[src/rtl/mux_rr_reg.sv]
// mux_rr_reg: N-channel multiplexer with a single registered output slot.
// Channels are granted either by an explicit index (mode 0) or by a
// round-robin search starting at rr_ptr (mode 1). The output slot is a
// two-state EMPTY/FULL stage that can drain and refill in the same cycle.
// Optional feature: define MUX_RR_GRANT_ID_EN to add output out_ch, the
// source channel index of the word held in out_data.
module mux_rr_reg #(
    parameter int WIDTH = 8,
    parameter int NCH   = 4,
    parameter int SELW  = 2
) (
    input  logic                  CLK,
    input  logic                  RESET,
    input  logic [NCH*WIDTH-1:0]  in_data,
    input  logic [NCH-1:0]        in_valid,
    output logic [NCH-1:0]        in_ready,
    input  logic [SELW-1:0]       sel,
    input  logic                  mode,
    output logic [WIDTH-1:0]      out_data,
    output logic                  out_valid,
    input  logic                  out_ready
`ifdef MUX_RR_GRANT_ID_EN
    ,
    output logic [SELW-1:0]       out_ch
`endif
);

    typedef enum logic {
        EMPTY = 1'b0,
        FULL  = 1'b1
    } state_t;

    state_t            state;
    state_t            state_next;
    logic              load;
    logic              transfer;
    logic              grant_valid;
    logic [SELW-1:0]   grant_idx;
    logic [WIDTH-1:0]  grant_data;
    logic [SELW-1:0]   rr_ptr;
    logic [SELW-1:0]   rr_next;

    // The slot can accept a word when it is empty or is being emptied now.
    assign load     = (state == EMPTY) || out_ready;
    assign transfer = RESET && load && grant_valid;

    // Pick the granted channel: explicit index, or first valid at/after rr_ptr.
    always_comb begin
        grant_valid = 1'b0;
        grant_idx   = '0;
        if (mode == 1'b0) begin
            for (int i = 0; i < NCH; i++) begin
                if ((sel == SELW'(i)) && in_valid[i]) begin
                    grant_valid = 1'b1;
                    grant_idx   = SELW'(i);
                end
            end
        end else begin
            for (int i = NCH - 1; i >= 0; i--) begin
                if (in_valid[i] && (SELW'(i) < rr_ptr)) begin
                    grant_valid = 1'b1;
                    grant_idx   = SELW'(i);
                end
            end
            for (int i = NCH - 1; i >= 0; i--) begin
                if (in_valid[i] && (SELW'(i) >= rr_ptr)) begin
                    grant_valid = 1'b1;
                    grant_idx   = SELW'(i);
                end
            end
        end
    end

    // Route the granted channel's data towards the output register.
    always_comb begin
        grant_data = '0;
        for (int i = 0; i < NCH; i++) begin
            if (grant_idx == SELW'(i)) begin
                grant_data = in_data[i*WIDTH +: WIDTH];
            end
        end
    end

    // Acknowledge only the channel actually moving into the slot this cycle.
    always_comb begin
        in_ready = '0;
        for (int i = 0; i < NCH; i++) begin
            if (transfer && (grant_idx == SELW'(i))) begin
                in_ready[i] = 1'b1;
            end
        end
    end

    // Next round-robin start point is just past the channel granted.
    always_comb begin
        rr_next = '0;
        if (grant_idx != SELW'(NCH - 1)) begin
            rr_next = grant_idx + SELW'(1);
        end
    end

    // Output-slot state register.
    always_ff @(posedge CLK) begin
        if (!RESET) begin
            state <= EMPTY;
        end else begin
            state <= state_next;
        end
    end

    // Fill on a transfer, empty when the held word leaves with nothing behind it.
    always_comb begin
        state_next = state;
        if (transfer) begin
            state_next = FULL;
        end else if ((state == FULL) && out_ready) begin
            state_next = EMPTY;
        end
    end

    // The slot is valid exactly when it is full.
    always_comb begin
        out_valid = (state == FULL);
    end

    // Capture the granted word and advance the round-robin pointer.
    always_ff @(posedge CLK) begin
        if (!RESET) begin
            out_data <= '0;
            rr_ptr   <= '0;
        end else begin
            if (transfer) begin
                out_data <= grant_data;
            end
            if (transfer && mode) begin
                rr_ptr <= rr_next;
            end
        end
    end

`ifdef MUX_RR_GRANT_ID_EN
    // Remember which channel supplied the held word.
    always_ff @(posedge CLK) begin
        if (!RESET) begin
            out_ch <= '0;
        end else if (transfer) begin
            out_ch <= grant_idx;
        end
    end
`endif

endmodule

[config.mk]
export PLATFORM = sky130hd
export DESIGN_NAME = mux_rr_reg
export DESIGN_NICKNAME = d
export VERILOG_FILES = /design/src/rtl/mux_rr_reg.sv
export SDC_FILE = /design/constraint.sdc
export NUM_CORES = 1
export LEC_CHECK = 0
export CORE_MARGIN = 2
export CORE_UTILIZATION = 37
export CTS_CLUSTER_DIAMETER = 150
export DETAILED_ROUTE_END_ITERATION = 10
export PLACE_DENSITY = 0.84
export SETUP_SLACK_MARGIN = 0.05
export SLEW_MARGIN = 20
export SYNTH_ARGS = -nofsm -noshare
export SYNTH_HDL_FRONTEND = slang
export SYNTH_SLANG_ARGS = --single-unit
[constraint.sdc]
create_clock -name CLK -period 3.76 [get_ports CLK]
set_input_delay 0.94 -clock CLK [delete_from_list [all_inputs] [get_ports CLK]]
set_output_delay 0.94 -clock CLK [all_outputs]
set_load 0.02 [all_outputs]
==> flow_summary.rst <==
.. list-table::
   :header-rows: 1

   * - Metric
     - Value
   * - Outcome
     - completed
   * - Worst setup path startpoint
     - mode
   * - Top Layer Used
     - met4
   * - Number of I/O pins
     - 55
   * - Effective utilization at floorplan
     - 38.7%
   * - Data arrival time of the critical path
     - 2.71 ns
   * - Number of global-route vias before repair
     - 1059
   * - Drt initial violations
     - 14
   * - Top cells by area, synth
     - dfxtp_1 23%, mux2i_1 12%, a21oi_1 11%, nand2_1 7.2%, a22oi_1 6.4%
   * - Async set-or-reset flop fraction in the synthesized netlist
     - 0%
   * - Register bit count reported by yosys
     - 11
   * - Clock tree from TritonCTS
     - yes
   * - Wire length per cell
     - 13.6 µm
   * - Actual transition at the worst max-transition pin
     - 0.361 ns
   * - Maxcap violations
     - 0
   * - Setup Total Neg Slack
     - 0 ns
   * - Wl on met1
     - 1260 µm
   * - Maximum clock frequency
     - 274 MHz
   * - Total number of vias
     - 1141
   * - Post-Syn Area
     - 941 µm²
   * - Worst IR drop on VDD
     - 0.219 mV
   * - Total Nets Final
     - 237
   * - Largest fanout on the critical path
     - 2
   * - Residual DRC count
     - 0
   * - Die H
     - 54.4 µm
   * - Post-synth cell types
     - 30
   * - Area grow syn2layout
     - 69.9%
   * - Synth warn
     - 0
   * - Count of flip-flops with a built-in enable after synthesis
     - 0
   * - Tcrit/Tclk final
     - 97.0%
   * - Proportion of layout cells with a drive suffix above 1
     - 18.4%
   * - Total gr overflow
     - 0
   * - Top FF cell, synth
     - dfxtp_1
   * - Clock-pin slew on the worst setup and hold paths
     - 0.07 ns
   * - IO buf count
     - 54
   * - TritonCTS buffer count
     - 3
   * - First-pass GRT wire length
     - 4660 µm
   * - Clock sink total
     - 11
   * - Final-report hold violation count
     - 0
   * - Hold Startpoint
     - out_data[7]
   * - Tightest slew margin relative to the limit
     - 75.9%
   * - Final wirelength
     - 2980 µm
   * - Commonest cells after routing, fill and taps aside
     - 47 x clkdlybuf4s50_1, 19 x a21oi_1, 18 x nand2_1, 14 x buf_4, 12 x inv_1
   * - Post-Synthesis Cells
     - 127
   * - Core ar.
     - 2430 µm²
   * - Tightest Hold Check Type
     - reg -> reg
   * - Half-perimeter wire length of the detailed placement result
     - 2430 µm
   * - Clock latency at the later pin of the worst-skew pair
     - 0.28 ns
   * - Weighted congestion reported at the end of routability-driven placement
     - 0.829
   * - Final ANT Viol Nets
     - 0
   * - Maximum buffer depth of the clock tree
     - 2
   * - Met3 wirelength from detailed routing
     - 101 µm
   * - Post-synth top area cell
     - dfxtp_1
   * - R2r endpoint
     - out_data[1]
   * - Quantity of hold-fixing buffers added after cts
     - 0
   * - Total number of placement rows
     - 18
   * - Register-to-Register Path Depth
     - 10
   * - Sequential area share after synthesis
     - 23.4%
   * - Largest net degree at the start of global routing
     - 17
   * - Startpoint kind of the worst setup timing path
     - input pin
   * - Final setup violating endpoints
     - 0
   * - Met2 Routed Length
     - 1600 µm
   * - Overall Global Routing Usage
     - 21.4%
   * - Mapped Nets
     - 173
   * - Hold endpoint
     - out_data[7]
   * - Minimum clock period
     - 3.65 ns
   * - Iteration count of the initial detailed-routing pass
     - 4
   * - Initial antenna violation count
     - 0
   * - Synthesized area per cell
     - 7.41 µm²
   * - DIE WIDTH
     - 54.4 µm
   * - RSZ-0062 raised after global routing
     - no
   * - Top cell type's share of synthesized area
     - 23.4%
   * - Total power
     - 0.000457 W
   * - Largest clock skew in the final design
     - 0.00572 ns
   * - Worst Path Class, Setup
     - in -> out
   * - WP data required
     - 2.82 ns
   * - Die ar.
     - 2960 µm²
   * - Nature of the critical path endpoint
     - output port
   * - Number of cells on the worst hold path
     - 2
   * - Final Slew Violations
     - 0
   * - Root Buffer Master
     - clkbuf_4
   * - Most common cell after layout, fill and taps aside
     - clkdlybuf4s50_1
   * - PD cells
     - 286 nW/µm²
   * - Ant. Diodes
     - 0
   * - Maximum level of the CTS H-tree
     - 1
   * - R2r setup slk
     - 1.63 ns
   * - Via/cell ratio
     - 5.19
   * - Reg2Reg Launch Point
     - rr_ptr[1]
   * - Cell leakage power
     - 0.709 nW
-- per-stage QoR --
stage	hold slack [ns]	std cells	util, %	cell area, µm²	setup slack (ns)
after floorplan	0.471	127	-	941	0.307
after global placement	0.442	216	64.8	1580	-0.262
after detailed placement	0.451	216	64.8	1580	-0.298
after CTS	0.460	220	65.5	1590	0.0429
after global routing	0.487	220	65.7	1600	0.0570
final	0.458	220	65.7	1600	0.112
-- layout make-up --
cell class,count,area (µm²)
Clock buffer,4,26.3
Sequential cell,11,220
Timing Repair Buffer,68,629
Tap cell,30,37.5
Multi-Input combinational cell,95,641
Fill cell,210,833
Inverter,12,45.0
-- what timing repair did --
| item | CTS | global route |
|---|---|---|
| cloned | 0 | 0 |
| setup buffers | 0 | 0 |
| setup endpoints to repair | 4 | 3 |
| resized for setup | 15 | 7 |
| pin swaps | 0 | 1 |
-- cell families after synthesis --
logic type	Yosys count	synth area share, %
compound gates	46	29.8
fa+ha+maj	4	5.32
buf+inv	21	9.84
flops	11	23.4
mux	13	15.3
simple gates	32	16.4
-- synthesized netlist by cell type, types with 2 or more instances --
| cell type | count |
|---|---|
| a21o_1 | 2 |
| a21oi_1 | 20 |
| a22oi_1 | 8 |
| and2_2 | 4 |
| clkbuf_1 | 5 |
| dfxtp_1 | 11 |
| ha_1 | 4 |
| inv_1 | 12 |
| mux2i_1 | 11 |
| nand2_1 | 18 |
| nand2b_1 | 2 |
| nor2_1 | 3 |
| nor2_2 | 2 |
| o21ai_0 | 8 |
| o22ai_1 | 2 |
-- power by group --
part	internal (W)	switching (W)	leakage [nW]
Sequential	0.000134	0.00000942	0.0909
Combinational	0.000122	0.000109	0.603
Clock	0.0000412	0.0000417	0.0150
Total	0.000297	0.000160	0.709
-- sequential cells by signal (all words and copies together) (netlist names) --
register	cells
rr_ptr	2
out_data	8
out_valid	1
-- critical path, stage by stage --
cell and delay (ns):
clkdlybuf4s50_1 0.47, or2b_2 0.32, a21oi_1 0.12, o22ai_1 0.13
a21o_1 0.22, ha_1 0.19, and2_2 0.16, buf_2 0.16
-- worst max path at each step --
stage	cells after the start	slack [ns]	endpoint
CTS	8	0.04	in_ready[0]
finish	8	0.11	in_ready[3]
detailed placement	8	-0.30	in_ready[0]
global route	8	0.06	in_ready[3]
global placement	8	-0.26	in_ready[0]
floorplan	8	0.31	in_ready[3]
-- layer usage --
metal,global-route usage (%),vias up
met4,7.92,0
met3,2.19,2
li1,-,570
met5,0,-
met1,27.1,540
met2,36.9,29
Power figures use the tool's default switching activity.
